`config.mk`:
```
export PLATFORM = sky130hd
export DESIGN_NAME = key_bounce_gen
export DESIGN_NICKNAME = d
export VERILOG_FILES = /design/src/rtl/key_bounce_gen.sv
export SDC_FILE = /design/constraint.sdc
export NUM_CORES = 1
export LEC_CHECK = 0
export CORE_ASPECT_RATIO = 0.8
export CORE_MARGIN = 8
export CORE_UTILIZATION = 63
export CTS_BUF_LIST = sky130_fd_sc_hd__clkbuf_8
export DETAILED_ROUTE_END_ITERATION = 7
export GPL_TIMING_DRIVEN = 0
export PLACE_DENSITY = 0.82
export SLEW_MARGIN = 20
export SYNTH_ARGS = -nofsm -noshare
export SYNTH_HDL_FRONTEND = slang
export SYNTH_SLANG_ARGS = --single-unit
```
`constraint.sdc`:
```
create_clock -name clk -period 2.9 [get_ports clk]
set_clock_uncertainty 0.15 [all_clocks]
set_input_delay 0.435 -clock clk [delete_from_list [all_inputs] [get_ports clk]]
set_output_delay 0.435 -clock clk [all_outputs]
set_load 0.005 [all_outputs]
```
`src/rtl/key_bounce_gen.sv`:
```
// Mechanical-key emulator: on a press request drives an active-low key line through
// a pseudo-random press bounce, a stable hold and a pseudo-random release bounce.
module key_bounce_gen #(
    parameter int          BOUNCE_TOTAL = 250_000,
    parameter int          HOLD_CYC     = 1_000_000,
    parameter int          SEG_W        = 12,
    parameter logic [15:0] SEED         = 16'hACE1
) (
    input  logic       clk,
    input  logic       rst_n,
    input  logic       press,
    output logic       key,
    output logic       busy,
    output logic       done,
    output logic [7:0] toggle_cnt
);

    localparam logic [1:0] S_IDLE  = 2'd0;
    localparam logic [1:0] S_PRESS = 2'd1;
    localparam logic [1:0] S_HOLD  = 2'd2;
    localparam logic [1:0] S_REL   = 2'd3;

    localparam int PH_MAX = (BOUNCE_TOTAL > HOLD_CYC) ? BOUNCE_TOTAL : HOLD_CYC;
    localparam int PH_W   = $clog2(PH_MAX + 1);

    localparam logic [PH_W-1:0] BOUNCE_LAST = PH_W'(BOUNCE_TOTAL - 1);
    localparam logic [PH_W-1:0] HOLD_LAST   = PH_W'(HOLD_CYC - 1);
    localparam logic [15:0]     LFSR_INIT   = (SEED == 16'h0000) ? 16'hACE1 : SEED;

    logic [1:0]       state_q, state_d;
    logic             key_q, key_d;
    logic             busy_q, busy_d;
    logic             done_q, done_d;
    logic [7:0]       cnt_q, cnt_d;
    logic [PH_W-1:0]  phase_q, phase_d;
    logic [SEG_W-1:0] seg_q, seg_d;
    logic [15:0]      lfsr_q, lfsr_d;
    logic [15:0]      lfsr_next;
    logic             seg_load;
    logic             cnt_inc;
    logic             force_val;

    // x^16+x^14+x^13+x^11+1, Fibonacci form shifting toward the MSB
    assign lfsr_next = {lfsr_q[14:0], lfsr_q[15] ^ lfsr_q[13] ^ lfsr_q[12] ^ lfsr_q[10]};
    assign force_val = (state_q == S_REL);

    always_comb begin
        state_d  = state_q;
        key_d    = key_q;
        busy_d   = busy_q;
        done_d   = 1'b0;
        cnt_d    = cnt_q;
        phase_d  = phase_q;
        seg_d    = seg_q;
        lfsr_d   = lfsr_q;
        seg_load = 1'b0;
        cnt_inc  = 1'b0;

        case (state_q)
            S_IDLE: begin
                if (press) begin
                    key_d    = 1'b0;
                    busy_d   = 1'b1;
                    cnt_d    = 8'd0;
                    phase_d  = '0;
                    seg_load = 1'b1;
                    state_d  = S_PRESS;
                end
            end
            S_PRESS, S_REL: begin
                phase_d = phase_q + PH_W'(1);
                seg_d   = seg_q - SEG_W'(1);
                // Phase end takes priority over a segment expiry in the same cycle
                if (phase_q == BOUNCE_LAST) begin
                    key_d   = force_val;
                    cnt_inc = (key_q != force_val);
                    phase_d = '0;
                    if (state_q == S_REL) begin
                        busy_d  = 1'b0;
                        done_d  = 1'b1;
                        state_d = S_IDLE;
                    end else begin
                        state_d = S_HOLD;
                    end
                end else if (seg_q == '0) begin
                    key_d    = ~key_q;
                    cnt_inc  = 1'b1;
                    seg_load = 1'b1;
                end
            end
            S_HOLD: begin
                phase_d = phase_q + PH_W'(1);
                if (phase_q == HOLD_LAST) begin
                    key_d    = 1'b1;
                    cnt_inc  = 1'b1;
                    phase_d  = '0;
                    seg_load = 1'b1;
                    state_d  = S_REL;
                end
            end
            default: begin
                key_d   = 1'b1;
                busy_d  = 1'b0;
                phase_d = '0;
                state_d = S_IDLE;
            end
        endcase

        // Segment counter holds length-1 so expiry is a compare against zero
        if (seg_load) begin
            seg_d  = lfsr_q[SEG_W-1:0];
            lfsr_d = lfsr_next;
        end

        if (cnt_inc && (cnt_q != 8'hFF)) begin
            cnt_d = cnt_q + 8'd1;
        end
    end

    always_ff @(posedge clk) begin
        if (!rst_n) begin
            state_q <= S_IDLE;
            key_q   <= 1'b1;
            busy_q  <= 1'b0;
            done_q  <= 1'b0;
            cnt_q   <= 8'd0;
            phase_q <= '0;
            seg_q   <= '0;
            lfsr_q  <= LFSR_INIT;
        end else begin
            state_q <= state_d;
            key_q   <= key_d;
            busy_q  <= busy_d;
            done_q  <= done_d;
            cnt_q   <= cnt_d;
            phase_q <= phase_d;
            seg_q   <= seg_d;
            lfsr_q  <= lfsr_d;
        end
    end

    assign key        = key_q;
    assign busy       = busy_q;
    assign done       = done_q;
    assign toggle_cnt = cnt_q;

endmodule

```
==> qor.txt <==
peak supply drop: 680 uV
finished layout cell area: 0.00359 mm2
Num CTS Buffers: 9
I/O Buffers: 12
Synth area leaders: dfxtp_1 (38%), o21ai_0 (6.1%), nand3_1 (4.6%)
CTS tree: yes
Power Total: 3.14 mW
Fmax: 358 MHz
largest net degree at the start of global routing: 12
Die ar.: 0.00758 mm2
Max-Cap Viols: 0
ANT nets after route: 0
Pins Over Slew Limit: 0
status: finished clean
most common cell after layout, fill and taps aside: dfxtp_1
# hold bufs at CTS: 0
RSZ-0062 raised after global routing: yes
EDFF count, synth: 0
final core utilization: 0.729
area added between synthesis and finish: 13.0%
CP Buf/Inv Count: 0
CP max stage delay: 0.61 ns
layout cells sized above 1: 0.0911
Clock Latency Late Sink: 0.36 ns
sequential area share after synthesis: 0.385
post-place instance area: 0.00337 mm2
num ports: 14
RePlAce Congestion: 0.927
crit-path max FO: 9
hold-critical path depth: 2
drt initial violations: 265
Critical Path Start Type: register
most frequent cells in the layout: dfxtp_1 (61), o21ai_0 (39), nand2_1 (34)
Synth Register Bits: 61
ys async rst share: 0
# clock sinks: 61
Synth Net Count: 390
clk root buf: clkbuf_8
Pwr Density: 874 mW/mm2
Cell Area, Synth: 0.00318 mm2
crit path kind: register to register
cell family with most CP delay: simple AND/OR/NAND/NOR gates
post-synth cell types: 54
Worst R2R Start: phase_q[0]$_SDFFE_PN0P_
final hold vios: 0
crit path time final: 2.79 ns
Syn Inst Count: 378
Ys Warns: 0
Antenna Cells: 0
number of global-route vias before repair: 2737
share of the synthesized area in the top cell type: 0.385
slowest CP cell: or4_4
worst-path cell chain: ha_1 -> nand3_4 -> or4_4 -> or4_1 -> o21ai_2 -> mux2_2 -> nor2_1
Via density: 6.25
Starting Density: 0.645
die width: 95.4 um
DP HPWL: 5320 um
Fin Hold WS: 0.316 ns
grt ovf: 0
reg-to-reg endpoint: toggle_cnt[0]$_SDFFE_PN0P_
initial antenna violation count: 0
routed len/inst: 16.2 um
Longest Clk Path Bufs: 2
HP Class: register to register
CP Depth: 7
DRT Pass-1 Iters: 4
Die H: 79.5 um
Max-slew headroom: 0.506
Filler cells: 375
min-delay src: lfsr_q[14]$_SDFFE_PN0P_
Total Wirelength: 7600 um
Cell Rows: 23
Worst Hold End: lfsr_q[15]$_SDFFE_PN1P_
Worst Path Arrival: 2.93 ns
worst r2r path cells: 7
leading area contributor after synthesis: dfxtp_1
final setup vio count: 0
Residual DRC: 0
global-route wire length before repair: 12700 um
H-tree depth: 3
Total Routing Usage GR: 0.209
dominant synthesized flop cell: dfxtp_1
Leak Pwr: 1.23 nW
nets: 413
Final Cycle Share: 0.962
Worst-path clk slew: 0.08 ns
R2R Setup Slk: 0.11 ns
CP Capture Type: register
Slew @ Worst Pin: 0.739 ns
CP Data Required Time: 3.04 ns
core area: 0.00492 mm2
Syn Area/Cell: 8.40 um2
Via Count: 2926
==> layout make-up <==
cell class | count | area (um2) | share of cell area
Timing Repair Buffer | 12 | 120 | 0.0335
Sequential cell | 61 | 1220 | 0.340
Buffer | 18 | 81.3 | 0.0227
Clock buffer | 9 | 124 | 0.0345
Tap cell | 62 | 77.6 | 0.0216
Inverter | 14 | 52.6 | 0.0146
Multi-Input combinational cell | 285 | 1840 | 0.514
Clock inverter | 7 | 67.6 | 0.0188
==> power breakdown <==
part	internal [mW]	switching [mW]	total, mW	leakage [nW]
sequential	1.02	0.161	1.18	0.498
combinational	0.502	0.711	1.21	0.625
clock	0.393	0.351	0.744	0.102
==> routing by layer <==
metal	GRT usage	part of all wire	up-vias	wire (um)
met5	0	0	-	0
li1	-	-	1411	-
met3	0.0620	0.069	13	525
met1	0.280	0.48	1393	3630
met4	0.0888	0.016	0	122
met2	0.305	0.44	109	3320
==> state kept, by name, indices dropped and copies added (netlist names) <==
name,flops
done,1
seg_q,12
toggle_cnt,8
state_q,2
busy,1
lfsr_q,16
key,1
phase_q,20
==> cell usage after synthesis (10+ instances only) <==
| cell | count |
|---|---|
| dfxtp_1 | 61 |
| o21ai_0 | 39 |
| nand2_1 | 34 |
| nand3_1 | 29 |
| nor2_1 | 22 |
| inv_1 | 14 |
| clkbuf_1 | 12 |
| a21oi_1 | 11 |
| xnor2_1 | 11 |
| xor2_1 | 11 |
| nand3b_1 | 10 |
==> cells by family (layout without fill, tap and decap cells) <==
logic type,after synthesis,count (layout),share of synthesized area
xor+xnor,22,22,0.0607
flops,61,61,0.385
fa+ha+maj,9,9,0.0355
buf+inv,32,60,0.0422
mux,6,6,0.0193
compound gates,90,90,0.177
simple gates,158,158,0.281
==> per-stage QoR <==
step                setup slack, ns  cells  TNS (ns)
finish                        0.110    468         0
global route               -0.00794    468   -0.0110
CTS                          0.0502    468         0
detailed placement          -0.0330    452   -0.0472
global placement             0.0770    452         0
floorplan                     0.355    378         0
==> worst register-to-register path, stage by stage (launching register included) <==
cell	delay, ns
dfxtp_1	0.39
ha_1	0.26
nand3_4	0.14
or4_4	0.61
or4_1	0.54
o21ai_2	0.19
mux2_2	0.38
nor2_1	0.08
==> how the worst max path moves through the flow <==
stage,start,end,slack [ns]
2_1_floorplan,phase_q[0]$_SDFFE_PN0P_,toggle_cnt[7]$_SDFFE_PN0P_,0.35
3_3_place_gp,phase_q[0]$_SDFFE_PN0P_,phase_q[10]$_SDFFE_PN0P_,0.08
3_5_place_dp,phase_q[0]$_SDFFE_PN0P_,phase_q[10]$_SDFFE_PN0P_,-0.03
4_1_cts,phase_q[0]$_SDFFE_PN0P_,phase_q[10]$_SDFFE_PN0P_,0.05
5_1_grt,state_q[0]$_SDFFE_PN0P_,phase_q[5]$_SDFFE_PN0P_,-0.008
6_report,phase_q[0]$_SDFFE_PN0P_,toggle_cnt[0]$_SDFFE_PN0P_,0.11
==> repair_timing <==
action / in CTS / in global routing
buffers inserted: 0 / 0
pin swaps: 0 / 0
gates resized for setup: 1 / 5
setup endpoints to repair: 7 / 4
No activity file was read; power rests on OpenSTA's default activity.
